===== src/rtl/acumulador_sumas_if.sv =====
// Sample/read bundle between the upstream driver (adder side plus reader) and acumulador_sumas.
interface acumulador_sumas_if #(
    parameter int DATA_W = 4,
    parameter int IDX_W  = 4,
    parameter int ACC_W  = 8
);
    logic              valid_in;
    logic [DATA_W-1:0] sum_in;
    logic [IDX_W-1:0]  idx_in;
    logic              flush;
    logic              rd_req;
    logic [IDX_W-1:0]  rd_idx;
    logic              rd_clr;
    logic              ready;
    logic              rd_valid;
    logic [ACC_W-1:0]  rd_data;
    logic              rd_ovf;
    logic [IDX_W-1:0]  rd_idx_out;
    logic              ovf_any;
    logic [7:0]        drop_cnt;

    modport master (
        output valid_in, sum_in, idx_in, flush, rd_req, rd_idx, rd_clr,
        input  ready, rd_valid, rd_data, rd_ovf, rd_idx_out, ovf_any, drop_cnt
    );

    modport slave (
        input  valid_in, sum_in, idx_in, flush, rd_req, rd_idx, rd_clr,
        output ready, rd_valid, rd_data, rd_ovf, rd_idx_out, ovf_any, drop_cnt
    );
endinterface


===== src/rtl/acumulador_sumas.sv =====
// Per-index accumulator bank behind the pipelined adder, with registered read port and init sweep.
// Define ACUM_SATURATE_EN to saturate entries at full scale instead of wrapping.
module acumulador_sumas #(
    parameter int DATA_W = 4,
    parameter int IDX_W  = 4,
    parameter int ACC_W  = 8
) (
    input  logic               clk,
    input  logic               reset,
    acumulador_sumas_if.slave  bus
);
    localparam int NUM = 2**IDX_W;

    typedef enum logic {S_INIT, S_RUN} state_t;

    state_t            r_state;
    logic [IDX_W-1:0]  r_cnt;
    logic              r_ready;
    logic              r_rd_valid;
    logic [ACC_W-1:0]  r_rd_data;
    logic              r_rd_ovf;
    logic [IDX_W-1:0]  r_rd_idx_out;
    logic              r_ovf_any;
    logic [7:0]        r_drop_cnt;
    logic [NUM-1:0]    r_ovf;
    logic [ACC_W-1:0]  r_mem [NUM];

    logic              w_run;
    logic              w_clr;
    logic              w_acc;
    logic              w_clr_hit;
    logic [ACC_W-1:0]  w_base;
    logic              w_ovf_base;
    logic [ACC_W:0]    w_sum;
    logic [ACC_W-1:0]  w_new;

    function automatic logic [ACC_W-1:0] f_fit(input logic [ACC_W:0] s);
`ifdef ACUM_SATURATE_EN
        return s[ACC_W] ? {ACC_W{1'b1}} : s[ACC_W-1:0];
`else
        return s[ACC_W-1:0];
`endif
    endfunction

    assign w_run      = (r_state == S_RUN) && !reset && !bus.flush;
    assign w_clr      = w_run && bus.rd_req && bus.rd_clr;
    assign w_acc      = w_run && bus.valid_in;
    // A clearing read of the same entry zeroes the base so this cycle's sample survives the clear.
    assign w_clr_hit  = w_clr && (bus.rd_idx == bus.idx_in);
    assign w_base     = w_clr_hit ? '0 : r_mem[bus.idx_in];
    assign w_ovf_base = w_clr_hit ? 1'b0 : r_ovf[bus.idx_in];
    assign w_sum      = {1'b0, w_base} + {{(ACC_W+1-DATA_W){1'b0}}, bus.sum_in};
    assign w_new      = f_fit(w_sum);

    always_ff @(posedge clk) begin
        if (!reset && !bus.flush && r_state == S_INIT)
            r_mem[r_cnt] <= '0;
        if (w_clr)
            r_mem[bus.rd_idx] <= '0;
        if (w_acc)
            r_mem[bus.idx_in] <= w_new;
    end

    always_ff @(posedge clk) begin
        if (reset) begin
            r_state      <= S_INIT;
            r_cnt        <= '0;
            r_ready      <= 1'b0;
            r_rd_valid   <= 1'b0;
            r_rd_data    <= '0;
            r_rd_ovf     <= 1'b0;
            r_rd_idx_out <= '0;
            r_ovf_any    <= 1'b0;
            r_drop_cnt   <= '0;
            r_ovf        <= '0;
        end else if (bus.flush) begin
            r_state    <= S_INIT;
            r_cnt      <= '0;
            r_ready    <= 1'b0;
            r_rd_valid <= 1'b0;
            r_ovf_any  <= 1'b0;
            r_drop_cnt <= '0;
            r_ovf      <= '0;
        end else begin
            r_ovf_any  <= |r_ovf;
            r_rd_valid <= 1'b0;
            case (r_state)
                S_INIT: begin
                    r_ovf[r_cnt] <= 1'b0;
                    r_cnt        <= r_cnt + IDX_W'(1);
                    if (bus.valid_in && r_drop_cnt != 8'hFF)
                        r_drop_cnt <= r_drop_cnt + 8'd1;
                    if (&r_cnt) begin
                        r_state <= S_RUN;
                        r_ready <= 1'b1;
                    end
                end
                S_RUN: begin
                    // Read captures the pre-update contents of this cycle.
                    if (bus.rd_req) begin
                        r_rd_valid   <= 1'b1;
                        r_rd_data    <= r_mem[bus.rd_idx];
                        r_rd_ovf     <= r_ovf[bus.rd_idx];
                        r_rd_idx_out <= bus.rd_idx;
                    end
                    if (w_clr)
                        r_ovf[bus.rd_idx] <= 1'b0;
                    if (w_acc)
                        r_ovf[bus.idx_in] <= w_ovf_base | w_sum[ACC_W];
                end
                default: r_state <= S_INIT;
            endcase
        end
    end

    assign bus.ready      = r_ready;
    assign bus.rd_valid   = r_rd_valid;
    assign bus.rd_data    = r_rd_data;
    assign bus.rd_ovf     = r_rd_ovf;
    assign bus.rd_idx_out = r_rd_idx_out;
    assign bus.ovf_any    = r_ovf_any;
    assign bus.drop_cnt   = r_drop_cnt;
endmodule


===== src/flat_wrapper.sv =====
// flat-port wrapper written by rule: the top's interface ports become plain ports
module acumulador_sumas_flat 
#(
    parameter int DATA_W = 4,
    parameter int IDX_W  = 4,
    parameter int ACC_W  = 8
)
  (clk, reset, bus_valid_in, bus_sum_in, bus_idx_in, bus_flush, bus_rd_req, bus_rd_idx, bus_rd_clr, bus_ready, bus_rd_valid, bus_rd_data, bus_rd_ovf, bus_rd_idx_out, bus_ovf_any, bus_drop_cnt);
  acumulador_sumas_if #(.DATA_W(DATA_W), .IDX_W(IDX_W), .ACC_W(ACC_W)) bus_i ();
  input  logic clk;
  input  logic reset;
  input wire logic [$bits(bus_i.valid_in)-1:0] bus_valid_in;
  input wire logic [$bits(bus_i.sum_in)-1:0] bus_sum_in;
  input wire logic [$bits(bus_i.idx_in)-1:0] bus_idx_in;
  input wire logic [$bits(bus_i.flush)-1:0] bus_flush;
  input wire logic [$bits(bus_i.rd_req)-1:0] bus_rd_req;
  input wire logic [$bits(bus_i.rd_idx)-1:0] bus_rd_idx;
  input wire logic [$bits(bus_i.rd_clr)-1:0] bus_rd_clr;
  output wire logic [$bits(bus_i.ready)-1:0] bus_ready;
  output wire logic [$bits(bus_i.rd_valid)-1:0] bus_rd_valid;
  output wire logic [$bits(bus_i.rd_data)-1:0] bus_rd_data;
  output wire logic [$bits(bus_i.rd_ovf)-1:0] bus_rd_ovf;
  output wire logic [$bits(bus_i.rd_idx_out)-1:0] bus_rd_idx_out;
  output wire logic [$bits(bus_i.ovf_any)-1:0] bus_ovf_any;
  output wire logic [$bits(bus_i.drop_cnt)-1:0] bus_drop_cnt;
  assign bus_i.valid_in = bus_valid_in;
  assign bus_i.sum_in = bus_sum_in;
  assign bus_i.idx_in = bus_idx_in;
  assign bus_i.flush = bus_flush;
  assign bus_i.rd_req = bus_rd_req;
  assign bus_i.rd_idx = bus_rd_idx;
  assign bus_i.rd_clr = bus_rd_clr;
  assign bus_ready = bus_i.ready;
  assign bus_rd_valid = bus_i.rd_valid;
  assign bus_rd_data = bus_i.rd_data;
  assign bus_rd_ovf = bus_i.rd_ovf;
  assign bus_rd_idx_out = bus_i.rd_idx_out;
  assign bus_ovf_any = bus_i.ovf_any;
  assign bus_drop_cnt = bus_i.drop_cnt;
  acumulador_sumas #(.DATA_W(DATA_W), .IDX_W(IDX_W), .ACC_W(ACC_W)) u_core (.clk(clk), .reset(reset), .bus(bus_i));
endmodule

===== config.mk =====
export PLATFORM = sky130hd
export DESIGN_NAME = acumulador_sumas_flat
export DESIGN_NICKNAME = d
export VERILOG_FILES = /design/src/rtl/acumulador_sumas_if.sv /design/src/rtl/acumulador_sumas.sv /design/src/flat_wrapper.sv
export SDC_FILE = /design/constraint.sdc
export NUM_CORES = 1
export LEC_CHECK = 0
export CORE_ASPECT_RATIO = 1.2
export CORE_MARGIN = 2
export CORE_UTILIZATION = 65
export CTS_BUF_LIST = sky130_fd_sc_hd__clkbuf_16
export DETAILED_ROUTE_END_ITERATION = 10
export GPL_TIMING_DRIVEN = 0
export PLACE_DENSITY = 0.91
export SETUP_SLACK_MARGIN = 0.5
export SYNTH_ARGS = -nofsm -noshare
export SYNTH_HDL_FRONTEND = slang
export SYNTH_SLANG_ARGS = --single-unit

===== constraint.sdc =====
create_clock -name clk -period 11 [get_ports clk]
set_input_delay 2.75 -clock clk [delete_from_list [all_inputs] [get_ports clk]]
set_output_delay 2.75 -clock clk [all_outputs]
set_load 0.01 [all_outputs]

# ---- Word-level counts from Yosys, hierarchy flattened
# Memory sizes are Yosys's and may differ from the RTL's. A register that Yosys moved wholly into a read port is not among the register bits.
# Cells that the tools add are included.
# W data, S select, Z words.
dict set report totals {
  mem_count 1
  ram_bits 128
  regBits 37
  word_cells 81
  out_inout_bits 24
}
dict set report classes {
  eq_ne 2
  mux 31
  n_addsub 3
  n_lt_le_gt_ge 6
  reduce_logical 22
  bitwise 7
}
# memory words word_bits rd rd_clocked_by_memory_dff wr line_no
set mem_list {}
lappend mem_list {u_core.r_mem 16 8 2 1 2 acumulador_sumas.sv:26} ;# logic [ACC_W-1:0] r_mem [NUM];
# cell n
set ops {}
lappend ops {{$mux W16} 5}
lappend ops {{$and A16 B16 Y16} 2}
lappend ops {{$not A16 Y16} 2}
lappend ops {{$pmux W16 S2} 1}
lappend ops {{$bwmux W16} 1}
lappend ops {{$mux W1} 16}
lappend ops {{$mux W8} 2}
lappend ops {{$reduce_or A16 Y1} 1}
lappend ops {{$lt A4 B5 Y1 const B} 3}
lappend ops {{$demux W1 S4} 3}
lappend ops {{$ge A4 B1 Y1 const B} 3}
lappend ops {{$logic_and A1 B1 Y1} 12}
lappend ops {{$add A8 B4 Y9} 1}
lappend ops {{$add A8 B1 Y8 const B} 1}
lappend ops {{$bmux W1 S4} 2}
lappend ops {{$ne A8 B8 Y1 const B} 1}
lappend ops {{$reduce_or A8 Y1} 1}
lappend ops {{$reduce_and A5 Y1} 1}
lappend ops {{$add A4 B1 Y4 const B} 1}
lappend ops {{$eq A4 B4 Y1} 1}
lappend ops {{$mux W4} 1}
lappend ops {{$reduce_and A4 Y1} 1}
lappend ops {{$reduce_and A3 Y1} 1}
lappend ops {{$reduce_or A3 Y1} 1}
lappend ops {{5 further kinds} 7}

# ---- Longest topological paths before layout
# Gate-level depths: netlist of the first run.
dict set report depth {
  word_depth 13
  depth_mapped 17
  mapped_depth_nobuf 12
}

# ---- Worst setup path before layout of the first run
# No wires, ideal clock.
dict set report synth_timing {
  path_type {input -> register}
  start {in bus_idx_in[0]}
  end {mem u_core.r_mem[10][7] (data pin)}
  t_arrival_ns 6.764
  setup_ns 0.145
  path_slack_ns 4.092
  cell_stages 17
  path_cell_list {buf_4 -> buf_6 -> buf_4 -> buf_4 -> buf_2 -> mux4_2 -> mux4_2 -> and2_1 -> ha_1 -> a21o_1 -> a21oi_1 -> o21bai_1 -> or4b_4 -> or4_1 -> buf_2 -> buf_6 -> a21oi_2}
}
# item line_no
set synth_rtl {}
lappend synth_rtl {{start: declaration} flat_wrapper.sv:14} ;# input wire logic [$bits(bus_i.idx_in)-1:0] bus_idx_in;
lappend synth_rtl {{end: declaration} acumulador_sumas.sv:26}

==> out/qor.txt, run 1 <==
Result of the run -> finished, final reports clean
Start point of the critical path -> bus_idx_in[1]
Total routed wirelength -> 28.6 mm
Setup TNS -> 0 ns
Main combinational cell family by area after synthesis -> multiplexers
Min Tclk post-route -> 8.50 ns
Fraction of synthesized area in multiplexers -> 20.8%
Bufs and invs on worst path -> 6
Complex-gate fraction of the synthesized area -> 11.1%
GRT met1 Usage -> 44.8%
Port bufs -> 38
Cell repeated most along the worst path -> sky130_fd_sc_hd__clkbuf_1
Die X -> 114 um
Worst-case clock skew -> 0.0120 ns
CP max-delay cell -> sky130_fd_sc_hd__clkbuf_1
Placer Congestion -> 0.979
Finish-stage setup viols -> 0
Starting density of the core -> 66.0%
Die Y -> 136 um
IO Count -> 42
Register bit total from synthesis -> 173
Buffers from clock root to sink, at most -> 2
Commonest non-fill, non-tap cells in the layout -> sky130_fd_sc_hd__nor2_1, sky130_fd_sc_hd__edfxtp_1, sky130_fd_sc_hd__a21oi_1, sky130_fd_sc_hd__mux4_2, sky130_fd_sc_hd__dfxtp_1
Site row count -> 48
Core Region -> 14300 um^2
CTS tree -> yes
Setup repair after global routing missed its margin -> false
DRC violation count after routing -> 0
Max-slew violation count -> 0
Number of CTS-inserted buffers -> 17
Clock slew seen by the registers of the worst setup and hold paths -> 0.07 ns
Max Cap Viol -> 0
Total half-perimeter wirelength after legalization and detailed placement -> 20.5 mm
Met3 demand-to-capacity share in global routing -> 11.0%
Final instance area -> 10600 um^2
Gr busiest metal -> met2
Post-synth ARST share -> 0%
Total overflow reported by the global router -> 0
Number of design-rule violations left by the first detailed-router iteration -> 977
Number of flops mapped to enable cells by yosys -> 128
Relative slew margins -> 7.33%
Worst path cell trace -> clkdlybuf4s50_1 -> buf_6 -> buf_4 -> clkbuf_1 -> clkbuf_1 -> mux4_2 -> mux4_2 -> and2_1 -> ha_1 -> a21o_1 -> a21oi_1 -> o21bai_1 -> or4b_4 -> xnor2_1 -> clkbuf_1 -> nor2_1
Worst hold-check path type -> reg2reg
Total via count after detailed routing -> 7488
Core occupancy in the finished layout -> 74.3%
Post-synthesis instance area -> 9430 um^2
Kind of cell adding the most delay to the critical path -> buffers and inverters
Post-Synth Adder-Cell Area -> 1.41%
Transition time of the tightest slew-check pin -> 1.38 ns
Source-to-sink clock delay at the later pin of the worst-skew pair -> 0.45 ns
Maximum number of pins on one net before global-route repair -> 17
Final count of hold timing violations -> 0
Count of synthesis-stage warnings from yosys -> 0
Most common library cell in the layout ignoring fill and taps -> sky130_fd_sc_hd__nor2_1
Clk sink count -> 173
Data required, critical path -> 11.18 ns
Initial antenna violation count -> 0
Synth top area cells -> sky130_fd_sc_hd__edfxtp_1, sky130_fd_sc_hd__mux4_2, sky130_fd_sc_hd__dfxtp_1, sky130_fd_sc_hd__nor2_1, sky130_fd_sc_hd__a21oi_1
Hold bufs inserted after CTS -> 0
Static Leak -> 3.77 nW
Synthesized netlist cell count -> 771
Vias per inst -> 7.35
Hold path cells -> 2
Average wire per cell in the routed design -> 28.1 um
Layout-stage area growth over the synthesis result -> 12.6%
Global-route usage over all layers -> 38.7%
Worst r2r src -> u_core.r_state$_SDFF_PP0_
Synthesized-area fraction occupied by and/or/nand/nor cells -> 11.6%
Count of antenna-violating nets left after detailed routing -> 0
Sequential-to-total area share from yosys stat -> 50.3%
Crit-path max cell delay -> 0.70 ns
Placed Instance Area -> 10000 um^2
Library cell occupying the most area in the post-synthesis netlist -> sky130_fd_sc_hd__edfxtp_1
First-pass GRT wire length -> 42.7 mm
Length in cells of the worst reg-to-reg path -> 14
Share of post-route cells with drive strength above 1 -> 17.5%
Setup repair bufs after CTS -> 0
Post-synth top area share -> 40.8%
Number of levels the H-tree was split into -> 4
Xor-xnor portion of the synthesized cell area -> 1.58%
Root buffer cell -> sky130_fd_sc_hd__clkbuf_16
Fraction of met2 tracks used by global routing -> 62.2%
Worst voltage drop across the vdd grid -> 0.0000849 V
Post-synth top flop -> sky130_fd_sc_hd__edfxtp_1
Reg-to-Reg End -> u_core.r_mem[3][5]$_SDFFCE_PN0P_
Average cell area after synthesis -> 12.2 um^2
Initial DRT Pass Iterations -> 7
Nets -> 860
Upper clock frequency limit -> 0.118 GHz
Library cells used by synthesis -> 59
Period utilization -> 77.3%
Antenna diodes -> 0
Power density over cell area -> 132 nW/um^2
Type of element launching the critical path -> input pin
Number of stages on the worst setup path -> 16
Worst Setup EP -> u_core.r_mem[3][5]$_SDFFCE_PN0P_
Crit path capture type -> flop
Net count after synthesis -> 799
Maximum fanout encountered on the critical timing path -> 10
Vias in the first global route -> 7299
Worst endpoint data arrival time -> 8.68 ns
Cells resized by post-CTS repair -> 0
Slack of the worst reg-to-reg path -> 5.86 ns
CP Class -> in2reg
Die area -> 15500 um^2
[flip-flops by register name (all words and copies together), names as in the netlist]
name	flops
u_core.r_mem	128
u_core.r_state	1
u_core.r_cnt	4
u_core.bus.rd_idx_out	4
u_core.bus.rd_data	8
u_core.r_ovf	16
u_core.bus.rd_ovf	1
u_core.bus.ovf_any	1
u_core.bus.drop_cnt	8
u_core.bus.rd_valid	1
u_core.bus.ready	1
[report_power, final]
group	switching [mW]	leakage [nW]	internal, mW	total (mW)
Clock	0.276	0.268	0.315	0.592
Sequential	0.00179	1.81	0.693	0.695
Combinational	0.0718	1.69	0.0388	0.111
Total	0.350	3.77	1.05	1.40
[through the flow]
stage	hold WS [ns]	setup slack (ns)	instances	total power, mW
2_1_floorplan	0.505	4.09	771	0.779
3_3_place_gp	0.457	2.52	984	0.812
3_5_place_dp	0.471	2.30	984	0.816
4_1_cts	0.491	2.73	1015	1.39
5_1_grt	0.512	2.40	1019	1.42
6_report	0.499	2.50	1019	1.40
[area by class of cell]
| class | instances | area (um^2) |
|---|---|---|
| sequential | 173 | 4740 |
| fill | 913 | 3670 |
| clock inverter | 14 | 136 |
| buffer | 61 | 288 |
| tap | 175 | 219 |
| inverter | 6 | 22.5 |
| timing repair buffer | 42 | 408 |
| clock buffer | 17 | 425 |
| multi-input combinational | 531 | 4380 |
[Yosys cell counts, drive strengths merged (3+ instances only)]
cell	n
nor2	135
edfxtp	128
a21oi	90
mux4	77
dfxtp	45
clkbuf	39
o21ai	32
nand2	25
buf	22
mux2i	19
nor2b	15
a31oi	13
nand3	11
xnor2	10
and2	9
ha	9
o22a	9
a22oi	7
nor4	7
xor2	7
inv	6
nor3	5
a41oi	4
nand2b	4
and4	3
mux2	3
or4	3
[layer usage]
metal,part of all wire (%),vias up
li1,-,3078
met1,32,3590
met2,48,653
met3,12,167
met4,8.8,0
met5,0,-
[worst min-delay path: cells and delay by family, from the launching register on]
kind               cells  cell delay (ns)
AOI/OAI and AO/OA      1             0.05
DFF                    1             0.33
and+or+nand+nor        1             0.08
[how the worst min path moves through the flow]
stage / from / to / slack [ns]
6_report: u_core.bus.ready$_SDFFE_PP0P_ / u_core.bus.ready$_SDFFE_PP0P_ / 0.50
3_3_place_gp: u_core.bus.ready$_SDFFE_PP0P_ / u_core.bus.ready$_SDFFE_PP0P_ / 0.46
5_1_grt: u_core.bus.ready$_SDFFE_PP0P_ / u_core.bus.ready$_SDFFE_PP0P_ / 0.51
4_1_cts: u_core.bus.ready$_SDFFE_PP0P_ / u_core.bus.ready$_SDFFE_PP0P_ / 0.49
3_5_place_dp: u_core.bus.ready$_SDFFE_PP0P_ / u_core.bus.ready$_SDFFE_PP0P_ / 0.47
2_1_floorplan: u_core.r_cnt[0]$_SDFFE_PP0N_ / u_core.r_cnt[0]$_SDFFE_PP0N_ / 0.50
[cell families after synthesis]
family,count (synthesis)
simple gates,233
flops,173
compound gates,172
mux,99
buf+inv,67
xor+xnor,17
fa+ha+maj,10
Power figures use the tool's default switching activity.
==> run 2: changes to the inputs <==
- CORE_UTILIZATION: 65 -> 55
- PLACE_DENSITY: 0.91 -> 0.82
- clock period: 11 -> 7.8 ns (I/O delays scaled with it)
==> out/qor.txt, run 2 (same netlist as run 1, synthesis figures left out) <==
Crit path capture type -> flop
Setup repair bufs after CTS -> 0 (unchanged)
Initial DRT Pass Iterations -> 6 (-1)
Data required, critical path -> 7.97 ns (-3.21 ns)
Vias per inst -> 6.81 (-7.3%)
Number of levels the H-tree was split into -> 4 (unchanged)
Min Tclk post-route -> 6.91 ns
Count of antenna-violating nets left after detailed routing -> 0 (unchanged)
Most flops, register -> u_core.r_mem
Die X -> 124 um (+8.4%)
Static Leak -> 3.78 nW (+0.13%)
Total routed wirelength -> 26.0 mm (-9.0%)
Clock slew seen by the registers of the worst setup and hold paths -> 0.07 ns (about the same)
Placer Congestion -> 0.982 (+0.37%)
Global-route usage over all layers -> 30.0% (-8.8 points)
Source-to-sink clock delay at the later pin of the worst-skew pair -> 0.44 ns (about the same)
Result of the run -> finished, final reports clean
Root buffer cell -> sky130_fd_sc_hd__clkbuf_16
Setup TNS -> 0 ns (unchanged)
Port bufs -> 38 (unchanged)
Layout-stage area growth over the synthesis result -> 12.9%
Core Region -> 16900 um^2 (+18%)
Average wire per cell in the routed design -> 24.6 um (-12%)
Finish-stage setup viols -> 0 (unchanged)
CP Class -> in2reg
Share of post-route cells with drive strength above 1 -> 17.2% (-0.29 points)
Starting density of the core -> 56.0% (-10 points)
Power density over cell area -> 184 nW/um^2 (+40%)
Type of element launching the critical path -> input pin
Relative slew margins -> 5.23% (-2.1 points)
Nets -> 856 (-0.47%)
Initial antenna violation count -> 1 (+1)
Maximum fanout encountered on the critical timing path -> 10 (unchanged)
Setup repair after global routing missed its margin -> false
Total overflow reported by the global router -> 0 (unchanged)
Commonest non-fill, non-tap cells in the layout -> sky130_fd_sc_hd__nor2_1, sky130_fd_sc_hd__edfxtp_1, sky130_fd_sc_hd__a21oi_1, sky130_fd_sc_hd__mux4_2, sky130_fd_sc_hd__dfxtp_1
Number of flip-flops under the largest register name -> 128 (unchanged)
Worst endpoint data arrival time -> 7.08 ns (-1.60 ns)
Clk sink count -> 173 (unchanged)
First-pass GRT wire length -> 39.9 mm (-6.6%)
Most common library cell in the layout ignoring fill and taps -> sky130_fd_sc_hd__nor2_1
Number of CTS-inserted buffers -> 17 (unchanged)
Die Y -> 147 um (+8.5%)
Registers with the highest flip-flop counts -> u_core.r_mem: 128 flops, u_core.r_ovf: 16 flops
Worst path cell trace -> clkdlybuf4s50_1 -> buf_6 -> buf_4 -> clkbuf_2 -> clkbuf_2 -> mux4_2 -> mux4_2 -> and2_1 -> ha_1 -> a21o_1 -> a21oi_1 -> o21bai_1 -> or4b_4 -> o31ai_2 -> buf_2 -> a21oi_2
Vias in the first global route -> 6969 (-4.5%)
Period utilization -> 88.6%
Total via count after detailed routing -> 7201 (-3.8%)
Bufs and invs on worst path -> 6 (unchanged)
Upper clock frequency limit -> 0.145 GHz
Max Cap Viol -> 0 (unchanged)
Buffers from clock root to sink, at most -> 2 (unchanged)
Antenna diodes -> 0 (unchanged)
Worst r2r src -> u_core.r_state$_SDFF_PP0_
IO Count -> 42 (unchanged)
Total half-perimeter wirelength after legalization and detailed placement -> 19.3 mm (-5.7%)
Placed Instance Area -> 10100 um^2 (+0.51%)
Transition time of the tightest slew-check pin -> 1.41 ns (+0.0312 ns)
Worst-case clock skew -> 0.0127 ns (+0.000716 ns)
Maximum number of pins on one net before global-route repair -> 17 (unchanged)
DRC violation count after routing -> 0 (unchanged)
Filler instances -> 1248 (+37%)
Die area -> 18200 um^2 (+18%)
CP max-delay cell -> sky130_fd_sc_hd__clkdlybuf4s50_1
Kind of cell adding the most delay to the critical path -> buffers and inverters
Worst hold-check path type -> reg2reg
Worst voltage drop across the vdd grid -> 0.000151 V (+78%)
Max-slew violation count -> 0 (unchanged)
Worst hold path startpoint -> u_core.bus.ready$_SDFFE_PP0P_
Site row count -> 52 (+8.3%)
Start point of the critical path -> bus_idx_in[1]
Final instance area -> 10700 um^2 (+0.31%)
Final count of hold timing violations -> 0 (unchanged)
Number of design-rule violations left by the first detailed-router iteration -> 1075 (+10%)
Crit-path max cell delay -> 0.58 ns (-0.12 ns)
CTS tree -> yes
run 2: cell count changes in the layout (fill, tap and decap cells not counted), moves of 2 or more:
cell / delta
sky130_fd_sc_hd__clkinv_2: +2
sky130_fd_sc_hd__inv_8: -2
sky130_fd_sc_hd__clkbuf_4: -2
sky130_fd_sc_hd__o21ai_1: -2
sky130_fd_sc_hd__o21ai_0: +2
sky130_fd_sc_hd__clkinvlp_4: -3
sky130_fd_sc_hd__clkbuf_2: +2
sky130_fd_sc_hd__clkbuf_1: -2
run 2: per-stage QoR:
step           util [%]  cells  setup WS [ns]  total power, mW  hold WS [ns]
2_1_floorplan         -    771           1.69             1.10         0.505
3_3_place_gp       59.8   1025         0.0969             1.14         0.458
3_5_place_dp       59.8   1025         0.0529             1.15         0.466
4_1_cts            63.2   1057          0.631             1.95         0.481
5_1_grt            63.2   1057          0.626             2.00         0.517
6_report           63.2   1057          0.887             1.96         0.474
run 2: report_power, final:
part | switching, mW | internal, mW | leakage, nW
sequential | 0.00216 | 0.978 | 1.81
clock | 0.371 | 0.459 | 0.287
combinational | 0.0969 | 0.0542 | 1.68
run 2: layer usage:
layer	GRT usage [%]	vias to the layer above	part of all wire [%]
met1	38.5	3491	36
li1	-	3074	-
met5	0	-	0.042
met4	13.1	2	3.6
met3	7.41	89	11
met2	48.3	545	50
run 2: final timing paths:
check,to,slack [ns],depth (start not counted)
min reg2reg,u_core.bus.ready$_SDFFE_PP0P_,0.47,2
min,u_core.bus.ready$_SDFFE_PP0P_,0.47,2
max,u_core.r_mem[11][7]$_SDFFCE_PN0P_,0.89,16
max reg2reg,u_core.r_mem[11][7]$_SDFFCE_PN0P_,3.03,14
run 2: cell type report:
class                           instances  area (um^2)  share of cell area [%]
Sequential cell                       173         4740                    44.5
Multi-Input combinational cell        531         4380                    41.1
Clock buffer                           18          450                    4.23
Timing Repair Buffer                   38          380                    3.57
Buffer                                 61          290                    2.73
Tap cell                              216          270                    2.54
Clock inverter                         14          118                    1.10
Inverter                                6         22.5                   0.211
run 2: repair_timing:
| action | in CTS | in global routing |
|---|---|---|
| hold buffers | 0 | 0 |
| endpoints found under the setup margin | 20 | 20 |
| hold endpoints to repair | 0 | 0 |
| resized for setup | 1 | 2 |
run 2: tightest hold or removal path: stages (launching register included):
cell                      delay [ns]
sky130_fd_sc_hd__dfxtp_1        0.33
sky130_fd_sc_hd__a41oi_1        0.04
sky130_fd_sc_hd__nor2_1         0.07
